## src/rtl/datapath_issue.sv

```systemverilog
// ---------------------------------------------------------------------------
// datapath_issue
//
// Instruction issue sequencer feeding the control/operand-select side of the
// datapath. Packed 24-bit instructions arrive over a valid/ready handshake.
// Each instruction expands into vec+1 beats, issued one per cycle. Beat k
// presents register indices A+k, B+k, C+k, D+k (mod 16). All
// datapath-facing outputs are registered.
//
// Optional feature (macro DATAPATH_ISSUE_HAZARD_EN):
//   When defined, a beat whose B or C source matches a destination written
//   by the immediately preceding beat is delayed by one bubble cycle.
//   ZERO_REG is never treated as a hazard source. When undefined, the
//   BUBBLE state does not exist.
//
// Ports:
//   clk        in   rising-edge clock
//   rst        in   asynchronous active-high reset
//   ins[23:0]  in   op[23:21] form[20] vec[19:18] write[17:16]
//                   A[15:12] B[11:8] C[7:4] D[3:0]
//   ins_valid  in   ins holds a valid instruction
//   ins_ready  out  ins is accepted this cycle (combinational)
//   op/form/vec out datapath opcode, form select, vec of issuing instr
//   A/B/C/D    out  per-lane register indices
//   zero_reg   out  constant ZERO_REG
//   write      out  beat qualifier; [0] commits Y1->A, [1] commits Y2->D
//   busy       out  high while an instruction (or bubble) is in flight
//
// state  | meaning
// IDLE   | nothing issuing, ready for a new instruction
// ISSUE  | outputs hold beat beat_q of the held instruction
// BUBBLE | one dead cycle before beat beat_q (hazard build only)
// ---------------------------------------------------------------------------
module datapath_issue #(
  parameter logic [3:0] ZERO_REG = 4'd0
) (
  input  logic        clk,
  input  logic        rst,
  input  logic [23:0] ins,
  input  logic        ins_valid,
  output logic        ins_ready,
  output logic [2:0]  op,
  output logic        form,
  output logic [1:0]  vec,
  output logic [3:0]  A,
  output logic [3:0]  B,
  output logic [3:0]  C,
  output logic [3:0]  D,
  output logic [3:0]  zero_reg,
  output logic [1:0]  write,
  output logic        busy
);

  typedef enum logic [1:0] {
    S_IDLE   = 2'd0,
    S_ISSUE  = 2'd1
`ifdef DATAPATH_ISSUE_HAZARD_EN
    ,
    S_BUBBLE = 2'd2
`endif
  } state_e;

  state_e      state_q, state_d;
  logic [23:0] held_q, held_d;
  logic [1:0]  beat_q, beat_d;
  logic [2:0]  op_q, op_d;
  logic        form_q, form_d;
  logic [1:0]  vec_q, vec_d;
  logic [3:0]  a_q, a_d, b_q, b_d, c_q, c_d, d_q, d_d;
  logic [1:0]  write_q, write_d;
  logic        busy_q, busy_d;

  logic        last_beat;
  logic        accept;
  logic        from_new;
  logic [23:0] src;
  logic [1:0]  idx;
  logic [3:0]  nb_b, nb_c;
  logic        hazard;

  assign last_beat = (beat_q == held_q[19:18]);
  assign ins_ready = (state_q == S_IDLE) || ((state_q == S_ISSUE) && last_beat);
  assign accept    = ins_valid && ins_ready;

  // The next beat comes from the incoming word whenever the sequencer is
  // ready; otherwise it is the following (or pending) beat of the held word.
  assign from_new = ins_ready;
  assign src      = from_new ? ins : held_q;
  assign idx      = from_new ? 2'd0 :
                    ((state_q == S_ISSUE) ? beat_q + 2'd1 : beat_q);
  assign nb_b     = src[11:8] + {2'b00, idx};
  assign nb_c     = src[7:4]  + {2'b00, idx};

`ifdef DATAPATH_ISSUE_HAZARD_EN
  // Destinations of the beat currently on the outputs; write_q is zero in
  // IDLE and BUBBLE, which is what clears the tracking after a bubble.
  assign hazard =
    ((nb_b != ZERO_REG) && ((write_q[0] && (nb_b == a_q)) || (write_q[1] && (nb_b == d_q)))) ||
    ((nb_c != ZERO_REG) && ((write_q[0] && (nb_c == a_q)) || (write_q[1] && (nb_c == d_q))));
`else
  assign hazard = 1'b0;
`endif

  // State register
  always_ff @(posedge clk or posedge rst) begin
    if (rst) state_q <= S_IDLE;
    else     state_q <= state_d;
  end

  // Next-state logic
  always_comb begin
    state_d = state_q;
    unique case (state_q)
      S_IDLE: begin
        if (accept) state_d = S_ISSUE;
      end
      S_ISSUE: begin
        if (!last_beat || accept) begin
`ifdef DATAPATH_ISSUE_HAZARD_EN
          state_d = hazard ? S_BUBBLE : S_ISSUE;
`else
          state_d = S_ISSUE;
`endif
        end else begin
          state_d = S_IDLE;
        end
      end
`ifdef DATAPATH_ISSUE_HAZARD_EN
      S_BUBBLE: state_d = S_ISSUE;
`endif
      default: state_d = S_IDLE;
    endcase
  end

  // Output / datapath next-value logic
  always_comb begin
    held_d  = held_q;
    beat_d  = beat_q;
    op_d    = op_q;
    form_d  = form_q;
    vec_d   = vec_q;
    a_d     = a_q;
    b_d     = b_q;
    c_d     = c_q;
    d_d     = d_q;
    write_d = 2'b00;
    busy_d  = (state_d != S_IDLE);

    if (accept) held_d = ins;

    if (state_d == S_ISSUE) begin
      op_d    = src[23:21];
      form_d  = src[20];
      vec_d   = src[19:18];
      write_d = src[17:16];
      a_d     = src[15:12] + {2'b00, idx};
      b_d     = nb_b;
      c_d     = nb_c;
      d_d     = src[3:0] + {2'b00, idx};
      beat_d  = idx;
    end
`ifdef DATAPATH_ISSUE_HAZARD_EN
    else if (state_d == S_BUBBLE) begin
      // Remember which beat is waiting; it issues from the held word next.
      op_d   = 3'd0;
      beat_d = idx;
    end
`endif
  end

  always_ff @(posedge clk or posedge rst) begin
    if (rst) begin
      held_q  <= '0;
      beat_q  <= '0;
      op_q    <= '0;
      form_q  <= 1'b0;
      vec_q   <= '0;
      a_q     <= '0;
      b_q     <= '0;
      c_q     <= '0;
      d_q     <= '0;
      write_q <= '0;
      busy_q  <= 1'b0;
    end else begin
      held_q  <= held_d;
      beat_q  <= beat_d;
      op_q    <= op_d;
      form_q  <= form_d;
      vec_q   <= vec_d;
      a_q     <= a_d;
      b_q     <= b_d;
      c_q     <= c_d;
      d_q     <= d_d;
      write_q <= write_d;
      busy_q  <= busy_d;
    end
  end

  assign op       = op_q;
  assign form     = form_q;
  assign vec      = vec_q;
  assign A        = a_q;
  assign B        = b_q;
  assign C        = c_q;
  assign D        = d_q;
  assign zero_reg = ZERO_REG;
  assign write    = write_q;
  assign busy     = busy_q;

endmodule

```

## config.mk

```make
export PLATFORM = sky130hd
export DESIGN_NAME = datapath_issue
export DESIGN_NICKNAME = d
export VERILOG_FILES = /design/src/rtl/datapath_issue.sv
export SDC_FILE = /design/constraint.sdc
export NUM_CORES = 1
export LEC_CHECK = 0
export CAP_MARGIN = 20
export CELL_PAD_IN_SITES_DETAIL_PLACEMENT = 0
export CELL_PAD_IN_SITES_GLOBAL_PLACEMENT = 1
export CORE_MARGIN = 3
export CORE_UTILIZATION = 36
export DETAILED_ROUTE_END_ITERATION = 6
export PLACE_DENSITY = 0.84
export SLEW_MARGIN = 20
export SYNTH_ARGS = -nofsm -noshare
export SYNTH_HDL_FRONTEND = slang
export SYNTH_SLANG_ARGS = --single-unit
```

## constraint.sdc

```tcl
create_clock -name clk -period 3.1 [get_ports clk]
set_input_delay 0.775 -clock clk [delete_from_list [all_inputs] [get_ports clk]]
set_output_delay 0.775 -clock clk [all_outputs]
set_load 0.01 [all_outputs]
```

Word level (Yosys, flattened, before mapping):

Cells that the tools add are included.

* bits of input ports: 27
* register bits: 53
* word-level logic and storage cells: 34

* mux-type cells: 7
* equality and inequality tests: 3
* add/subtract/negate cells: 5
* reductions and logical operators: 7

Operators with widths (number)
* 24-bit 2-to-1 mux: 1
* 4-bit by 2-bit adder with 4-bit output: 4
* 2-bit 2-to-1 mux: 4
* 2-bit by 1-bit equality test with 1-bit output, second input constant: 2
* 2-bit one-hot mux with 2 select lines: 1
* 2-bit by 1-bit adder with 2-bit output, second input constant: 1
* 2-bit equality test: 1
* 1-bit logical AND: 2
* 2-bit zero test: 1
* 1-bit logical OR: 2
* 2-bit nonzero test: 1
* 1-bit zero test: 1
* 1-bit 2-to-1 mux: 1

Depth between registers and ports, before layout:

Gate-level depths: netlist (run 1).

* depth after elaboration: 9
* mapped depth: 12
* depth with buffers taken out: 10

Least setup slack after synthesis (run 1):

Ideal clock, no wire load.

* kind: reg-to-reg
* start: register beat_q[0]
* end: register c_q[3] (netlist: C[3])
* setup slack: 509 ps
* arrival time: 2509 ps
* library setup time: 83 ps
* cell stages (with the launch flop): 11
* clock period less this slack: 2591 ps
* path through: dfrtp_1 > xor2_1 > o21ai_4 > or2_2 > o2bb2ai_1 > ha_1 > a21o_1 > nand2_1 > xnor2_1 > mux2i_1 > o21ai_0

* elaborated cells between the ends (all ways): 15

RTL lines
* start: declaration: line 65 `logic [1:0] beat_q, beat_d;`
* start signal: assignment: line 186 `beat_q <= beat_d;`
* branches (longest 3 deep; another with 2-bit by 1-bit adder with 2-bit output)
* 2-bit 2-to-1 mux (*): line 89 `assign idx = from_new ? 2'd0 :`
* via idx[1]: line 77 `logic [1:0] idx;`
* 4-bit by 2-bit adder with 4-bit output (*): line 92 `assign nb_c = src[7:4] + {2'b00, idx};`
* end signal: assignment: line 180 `c_q <= '0;`
* end signal: assignment: line 192 `c_q <= c_d;`
* end: declaration: line 69 `logic [3:0] a_q, a_d, b_q, b_d, c_q, c_d, d_q, d_d;`

Mark *: on every way through the listed nets, which the timed path passes.
A chain may end at the register's enable or synchronous reset.

Worst setup path in the final report (run 1):

* start: register beat_q[0]
* end: output ins_ready

* word-level cells in the longest chain between the ends: 3

RTL lines
* 2-bit equality test: line 81 `assign last_beat = (beat_q == held_q[19:18]);`
* 1-bit logical AND: line 82 `assign ins_ready = (state_q == S_IDLE) || ((state_q == S_ISSUE) && last_beat);`
* 1-bit logical OR: line 82
* end: declaration: line 41 `output logic ins_ready,`

No other way between the ends.

==> impl_metrics.toml, run 1 <==
[outcome]
status = "finished clean"

[worst_setup_path]
cp_max_fo = 11
start_kind = "flop"
crit_required_ps = 2320
critPathKind = "reg -> out"
critPathArrivalTime_ps = 2130
end_kind = "output port"

[detailed_routing]
top_layer_used = "met4"
wl_met2_mm = 2.64
met1Wirelength_mm = 2.59
via_per_inst = 4.58
drt_iter0_drc = 29
ant_nets = 0
first_pass_iters = 4
drc = 0
routedWlPerCell_um = 14.6
wl_met3_um = 288
num_vias = 1749
wl_mm = 5.57

[clock_tree]
clock_latency_ps = 310
cts-buffers-inserted = 5
cts_root_buffer = "clkbuf_8"
cts_tree = "done"
cts.sinks = 53
cts_buffer_depth = 2
cts_setup_buffers = 0
ctsHoldBuffers = 0
cts.clk_slew.worst_paths_ps = 100
cts-htree-levels = 2

[floorplan]
rows = 31
die_w_um = 93.6
start_util_pct = 37.5
die_y_um = 93.6
core-area_um2 = 7370
io_pins = 57
die_area_um2 = 8770

[placed_design]
gp_congestion = 0.733
dp_cells = 374
hpwl_mm = 4.02
preCtsSetupSlack_ps = 191
portBuffers = 52

[pwr]
leakagePower_uw = 0.00164
power.density_nw_per_um2 = 850
vdd_drop_max_uv = 412

[synth]
ys.warnings.count = 0
synth_seq_cells = 53
synth.area.top_cells = "dfrtp_1 (48%), mux2_4 (11%), nand2_1 (6.2%)"
syn_inst = 227
yosys.area.top_type = "dfrtp_1"
syn_area_um2 = 2770
yosysSeqAreaShare_pct = 48.0
synthDistinctLibCells = 27
avgSynthCellArea_um2 = 12.2
synth_top_area_share_pct = 48.0

[timing]
finalHoldViolCount = 0
setup_tns_ps = 0
slew_viol_final = 0
finalWorstSetupSlack_ps = 193
fmax_ghz = 0.344
worst_slew_pin_slew_ps = 548
rsz0062_at_grt = "false"
skew_ps = 15.1
setup_viol = 0
holdWs_ps = 481
min_period_over_period_pct = 93.8
relSlewSlack_pct = 63.4
min_period_ps = 2910

[layout]
fin_util_pct = 47.1
n_fill_cell = 697
fin_nets = 321
multi_input_area_um2 = 1300
area_delta_synth_final_pct = 25.5
final-instance-count-excl-fill = 382
diodes = 0
seqCellArea_um2 = 1330
drive_above_1_share_pct = 17.7

[global_routing]
grtUsageTotal_pct = 13.5
grt_pass1_wl_mm = 9.22
grt_max_degree = 30
antenna_found_initial = 0
grt_overflow = 0
grt_pass1_vias = 1889

[worst_hold_path]
hold_class = "reg -> reg"

[flow_run]
cap_violations = 0
logic make-up (layout without fill, tap and decap cells):
group                      Yosys count  count (layout)  synth area share, %
other                                1               5                0.136
DFF                                 53              53                 48.0
AOI/OAI and AO/OA                   26              26                 5.88
and+or+nand+nor                     52              52                 8.01
xor gates and xnor gates            14              14                 4.43
adders and majority gates           12              12                 6.52
buffers and inverters               21              73                 5.52
muxes                               48              48                 21.5
cell usage after synthesis:
library cell,n
nand2_8,1
buf_6,3
buf_2,3
dfrtp_1,53
xnor2_1,9
inv_1,6
conb_1,1
clkinv_1,1
o21ai_4,1
buf_12,2
or2_2,1
mux2_2,12
nand2_1,46
ha_1,8
mux2_4,20
nor2_1,2
mux2i_1,16
o2bb2ai_1,1
o21ai_0,17
and2b_1,1
buf_4,4
a21o_1,6
xor2_1,5
clkbuf_1,2
o21bai_1,1
or2b_1,1
fa_1,4
layout make-up:
| cell class | count | area share [%] |
|---|---|---|
| well taps | 99 | 3.57 |
| repair buffers | 58 | 16.7 |
| clock buffers | 6 | 2.09 |
| clock inverters | 2 | 1.12 |
| flip-flops and latches | 53 | 38.2 |
| inverters | 7 | 0.757 |
| multi-input cells | 157 | 37.6 |
where the power goes:
| group | switching [uW] | leakage, uW | internal [uW] |
|---|---|---|---|
| clock | 232 | 0.0000554 | 243 |
| combinational | 584 | 0.000947 | 761 |
| sequential | 167 | 0.000639 | 962 |
| total | 983 | 0.00164 | 1970 |
worst paths after layout:
kind,startpoint,to,slack (ps),cells after the start
worst max-delay path,beat_q[0],ins_ready,190,4
worst min-delay path,A[0],A[0],480,2
worst max register to register,beat_q[0],D[3],430,11
max in group asynchronous,rst,D[2],1700,3
worst min register to register,A[0],A[0],480,2
min in group asynchronous,rst,held_q[4],850,2
per-layer routing:
| layer | vias up | GRT usage [%] |
|---|---|---|
| met5 | - | 0 |
| li1 | 855 | - |
| met4 | 0 | 3.97 |
| met3 | 5 | 3.22 |
| met2 | 38 | 21.7 |
| met1 | 851 | 18.2 |
state kept, by name, summed over array words and instances, names as in the netlist:
signal,cells
B,4
form,1
write,2
held_q,24
A,4
state_q,2
C,4
busy,1
beat_q,2
vec,2
op,3
D,4
cell usage in the layout, fill, tap and decap left out, drive strengths merged, types with 2 or more instances in the layout:
cell,n
dfrtp,53
clkdlybuf4s50,52
nand2,47
mux2,32
o21ai,18
mux2i,16
xnor2,9
ha,8
a21o,6
inv,6
clkbuf,6
buf,6
xor2,5
conb,5
fa,4
nor2,2
clkinv,2
worst max-delay path: stages, from the launching register on:
cell,delay [ps]
dfrtp_1,450
xor2_1,210
o21ai_4,280
and2b_4,320
clkdlybuf4s50_1,570
stage by stage:
stage / cell area (um2) / total power (uW)
6_report: 3470 / 2950
3_5_place_dp: 3360 / 2500
5_1_grt: 3470 / 3170
3_3_place_gp: 3360 / 2450
2_1_floorplan: 2780 / 1990
4_1_cts: 3470 / 2990
timing repair:
action,CTS,global route
pin swaps,0,0
setup endpoints to repair,1,1
hold endpoints to repair,0,0
resized for setup,1,1
Power figures use the tool's default switching activity.
==> inputs of run 2 (changes only) <==
--- a/config.mk
+++ b/config.mk
@@ -12,6 +12,7 @@
 export CORE_UTILIZATION = 36
 export DETAILED_ROUTE_END_ITERATION = 6
 export PLACE_DENSITY = 0.84
+export SETUP_SLACK_MARGIN = 0.5
 export SLEW_MARGIN = 20
 export SYNTH_ARGS = -nofsm -noshare
 export SYNTH_HDL_FRONTEND = slang
==> run 2 against run 1 <==
- sequential cell count did not move
- critical path depth grew 1
- power is 3.3% higher
==> impl_metrics.toml, run 2 (synthesis gave the netlist of run 1 again) <==
[outcome]
status = "finished clean"

[layout]
fin_nets = 329
n_fill_cell = 686
seqCellArea_um2 = 1330
final_common_cell = "dfrtp_1"
layout_common_cells = "dfrtp_1 (53), clkdlybuf4s50_1 (51), nand2_1 (46)"
final-instance-count-excl-fill = 390
fin_util_pct = 48.5
multi_input_area_um2 = 1330
diodes = 0
largest-register = "held_q"
largest_reg_flops = 24
area_delta_synth_final_pct = 29.4
drive_above_1_share_pct = 21.0

[flow_run]
cap_violations = 0

[pwr]
power.density_nw_per_um2 = 852
leakagePower_uw = 0.00170
power_uw = 3050
vdd_drop_max_uv = 421

[clock_tree]
cts.sinks = 53
cts-buffers-inserted = 5
cts_buffer_depth = 2
cts_tree = "done"
cts.clk_slew.worst_paths_ps = 100
cts_root_buffer = "clkbuf_8"
cts-htree-levels = 2
clock_latency_ps = 310

[timing]
relSlewSlack_pct = 63.3
setup_viol = 0
min_period_over_period_pct = 80.4
skew_ps = 15.5
rsz0062_at_grt = "false"
setup_tns_ps = 0
worst_slew_pin_slew_ps = 549
finalHoldViolCount = 0
slew_viol_final = 0
min_period_ps = 2490
fmax_ghz = 0.401
finalWorstSetupSlack_ps = 609

[floorplan]
io_pins = 57
die_w_um = 93.6
rows = 31
start_util_pct = 37.5
die_area_um2 = 8770
core-area_um2 = 7370
die_y_um = 93.6

[global_routing]
grt_overflow = 0
grtUsageTotal_pct = 13.8
grt_max_degree = 30
grt_pass1_wl_mm = 9.36
grt_pass1_vias = 1917
antenna_found_initial = 0

[worst_setup_path]
cp.depth = 5
end_kind = "output port"
crit_family = "flip-flops"
cp_max_fo = 4
critPathArrivalTime_ps = 1720
crit_required_ps = 2320
critPathBufInv = 2
critPathKind = "reg -> out"
cp_cell_sequence = "xor2_2 -> o21ai_4 -> and2b_4 -> buf_4 -> dlygate4sd2_1"
start_kind = "flop"
reg2reg_depth = 9
slowest_delay_ps = 430
slowest_stage = "dfrtp_1"

[placed_design]
preCtsSetupSlack_ps = 191
portBuffers = 52
hpwl_mm = 4.02
gp_congestion = 0.733
dp_cells = 374

[detailed_routing]
via_per_inst = 4.59
drc = 0
first_pass_iters = 4
drt_iter0_drc = 52
ant_nets = 0
routedWlPerCell_um = 14.7
wl_mm = 5.74
num_vias = 1792

[worst_hold_path]
hold_class = "reg -> reg"
hold_depth = 2
-- run 2: worst register-to-register path, stage by stage (launching register included) --
cell and delay, ps:
dfrtp_1 430, xor2_2 200, o21ai_4 190, and2b_4 210, clkbuf_16 140, mux2_2 330, ha_1 220, fa_1 380
xor2_1 170, o21ai_0 140
-- run 2: worst paths after layout --
kind                            startpoint         to  slack [ps]
worst max-delay path             beat_q[1]  ins_ready         610
worst max register to register   beat_q[1]       B[2]         630
worst min register to register        A[0]       A[0]         480
worst min-delay path                  A[0]       A[0]         480
max in group asynchronous              rst       D[2]        1700
min in group asynchronous              rst  held_q[4]         850
-- run 2: per-stage QoR --
stage                     instance area, um2  hold WS (ps)
after detailed placement                3360           464
after CTS                               3500           489
after global routing                    3580           523
after global placement                  3360           463
after floorplan                         2780           477
final                                   3580           482
-- run 2: routing by layer --
metal	wire length, um	track usage (%)	up-vias
met5	0	0	-
met4	52	3.97	0
met3	292	3.22	5
met2	2730	22.3	42
met1	2670	18.4	876
li1	-	-	869
-- run 2: power breakdown --
group	internal, uW	total [uW]	switching (uW)	leakage (uW)
combinational	827	1440	616	0.00101
clock	243	475	232	0.0000554
sequential	962	1130	166	0.000639
-- run 2: layout make-up --
class / instances / area share (%)
clock inverters: 2 / 1.08
repair buffers: 66 / 18.5
flip-flops and latches: 53 / 37.1
multi-input cells: 157 / 37.1
inverters: 7 / 0.735
well taps: 99 / 3.46
clock buffers: 6 / 2.03
-- run 2: repair_timing --
item / 4_1_cts / 5_1_grt
gates cloned: 0 / 1
hold buffers: 0 / 0
hold endpoints to repair: 0 / 0
endpoints found under the setup margin: 13 / 7
resized for setup: 3 / 10
pin swaps: 1 / 2
setup buffers: 4 / 3
==> inputs of run 3 (changes only) <==
--- a/config.mk
+++ b/config.mk
@@ -11,7 +11,7 @@
 export CORE_MARGIN = 3
 export CORE_UTILIZATION = 36
 export DETAILED_ROUTE_END_ITERATION = 6
-export PLACE_DENSITY = 0.84
+export PLACE_DENSITY = 0.87
 export SETUP_SLACK_MARGIN = 0.5
 export SLEW_MARGIN = 20
 export SYNTH_ARGS = -nofsm -noshare
==> constraint.sdc (replaced) <==
create_clock -name clk -period 2.01 [get_ports clk]
set_input_delay 0.5025 -clock clk [delete_from_list [all_inputs] [get_ports clk]]
set_output_delay 0.5025 -clock clk [all_outputs]
set_load 0.01 [all_outputs]
==> run 3 against run 2 <==
- the flow now finishes with violations (setup timing)
- clock-buffer cell count fell by 1
- hold slack got worse by 4.6 ps
- global-route usage up 1.3 points
- sequential share of layout area down 6.0 points
- critical endpoint is now A[3]
- largest power group unchanged
- highest routed layer unchanged
==> impl_metrics.toml, run 3 (synthesis gave the netlist of run 1 again) <==
[timing]
fmax_ghz = 0.414
min_period_over_period_pct = 120
finalWorstSetupSlack_ps = -403
setup_viol = 13
skew_ps = 14.1
rsz0062_at_grt = "true"
worst_slew_pin_slew_ps = 805
relSlewSlack_pct = 46.4
finalHoldViolCount = 0
holdWs_ps = 477
slew_viol_final = 0
min_period_ps = 2410
setup_tns_ps = -4330

[detailed_routing]
via_per_inst = 4.78
ant_nets = 0
drc = 0
wl_mm = 6.78
met1Wirelength_mm = 2.78
wl_met3_um = 238
top_layer_used = "met4"
drt_iter0_drc = 79
num_vias = 2020
wl_met2_mm = 3.67
routedWlPerCell_um = 16.0
first_pass_iters = 4

[clock_tree]
cts_buffer_depth = 2
cts-htree-levels = 2
cts_tree = "done"
cts_root_buffer = "clkbuf_8"
cts-buffers-inserted = 5
cts.sinks = 53
cts.clk_slew.worst_paths_ps = 110
clock_latency_ps = 320

[layout]
seqCellArea_um2 = 1330
final_common_cell = "dfrtp_1"
n_fill_cell = 601
final-instance-count-excl-fill = 423
multi_input_area_um2 = 1610
largest-register = "held_q"
area_delta_synth_final_pct = 54.7
fin_util_pct = 58.0
fin_nets = 362
final_area_um2 = 4280
drive_above_1_share_pct = 38.6
largest_reg_flops = 24
diodes = 0
layout_common_cells = "dfrtp_1 (52), nand2_1 (41), mux2_4 (31)"

[global_routing]
grt_pass1_wl_mm = 10.2
antenna_found_initial = 0
grt_overflow = 0
grt_pass1_vias = 2029
grtUsageTotal_pct = 15.0
grt_max_degree = 43

[worst_setup_path]
critPathArrivalTime_ps = 2620
critPathBufInv = 1
critPathKind = "reg -> reg"
cp_max_fo = 3
cp_cell_sequence = "xor2_2 -> o21ai_4 -> and2b_2 -> buf_4 -> mux2_4 -> ha_1 -> a21o_1 -> nand2_2 -> xnor2_2 -> mux2i_1 -> o21ai_1"
slowest_stage = "dfrtp_2"
crit_required_ps = 2210
start_kind = "flop"
slowest_delay_ps = 440
end_kind = "flop"
crit_family = "flip-flops"

[pwr]
power.density_nw_per_um2 = 1310
leakagePower_uw = 0.00203
vdd_drop_max_uv = 467

[flow_run]
cap_violations = 0

[floorplan]
die_area_um2 = 8770
start_util_pct = 37.5
core-area_um2 = 7370
die_y_um = 93.6
rows = 31
io_pins = 57
die_w_um = 93.6

[worst_hold_path]
hold_class = "in -> async"

[placed_design]
hpwl_mm = 4.28
dp_cells = 388
placed_area_um2 = 3650
gp_congestion = 0.723
portBuffers = 52

[outcome]
violations = "setup timing"
status = "finished, violations left"
## run 3: final timing paths
kind                                  end  cells past startpoint  startpoint  slack [ps]
min in group clk                     A[1]                      2        A[1]         490
worst min-delay path               vec[1]                      2         rst         480
worst max-delay path                 A[3]                     11   beat_q[0]        -400
worst max register to register       A[3]                     11   beat_q[0]        -400
worst min register to register       A[1]                      2        A[1]         490
max in group asynchronous       beat_q[0]                      3         rst        1010
## run 3: per-layer routing
metal  track usage [%]  vias to the layer above
li1                  -                      944
met3              3.62                        9
met1              18.8                     1032
met5                 0                        -
met2              25.8                       35
met4              3.97                        0
## run 3: per-stage QoR
stage                     power (uW)  setup slack (ps)
after floorplan                 3280              -463
after global placement          4200              -359
after detailed placement        4290              -397
after CTS                       5280              -374
after global routing            5960              -491
final                           5600              -403
## run 3: what timing repair did
action / in CTS / in global routing
resized for setup: 63 / 48
gates cloned: 5 / 2
endpoints found under the setup margin: 78 / 69
hold buffers: 0 / 0
pin swaps: 2 / 4
setup buffers: 6 / 14
## run 3: cell type report
type	count	area share, %
well taps	99	2.90
inverters	7	0.819
multi-input cells	160	37.6
clock buffers	5	1.61
repair buffers	96	24.4
flip-flops and latches	53	31.0
clock inverters	3	1.61
## run 3: power breakdown
group	internal [uW]	leakage (uW)	switching, uW
Sequential	1490	0.000637	268
Combinational	1700	0.00132	1270
Clock	501	0.0000687	370
Total	3690	0.00203	1910
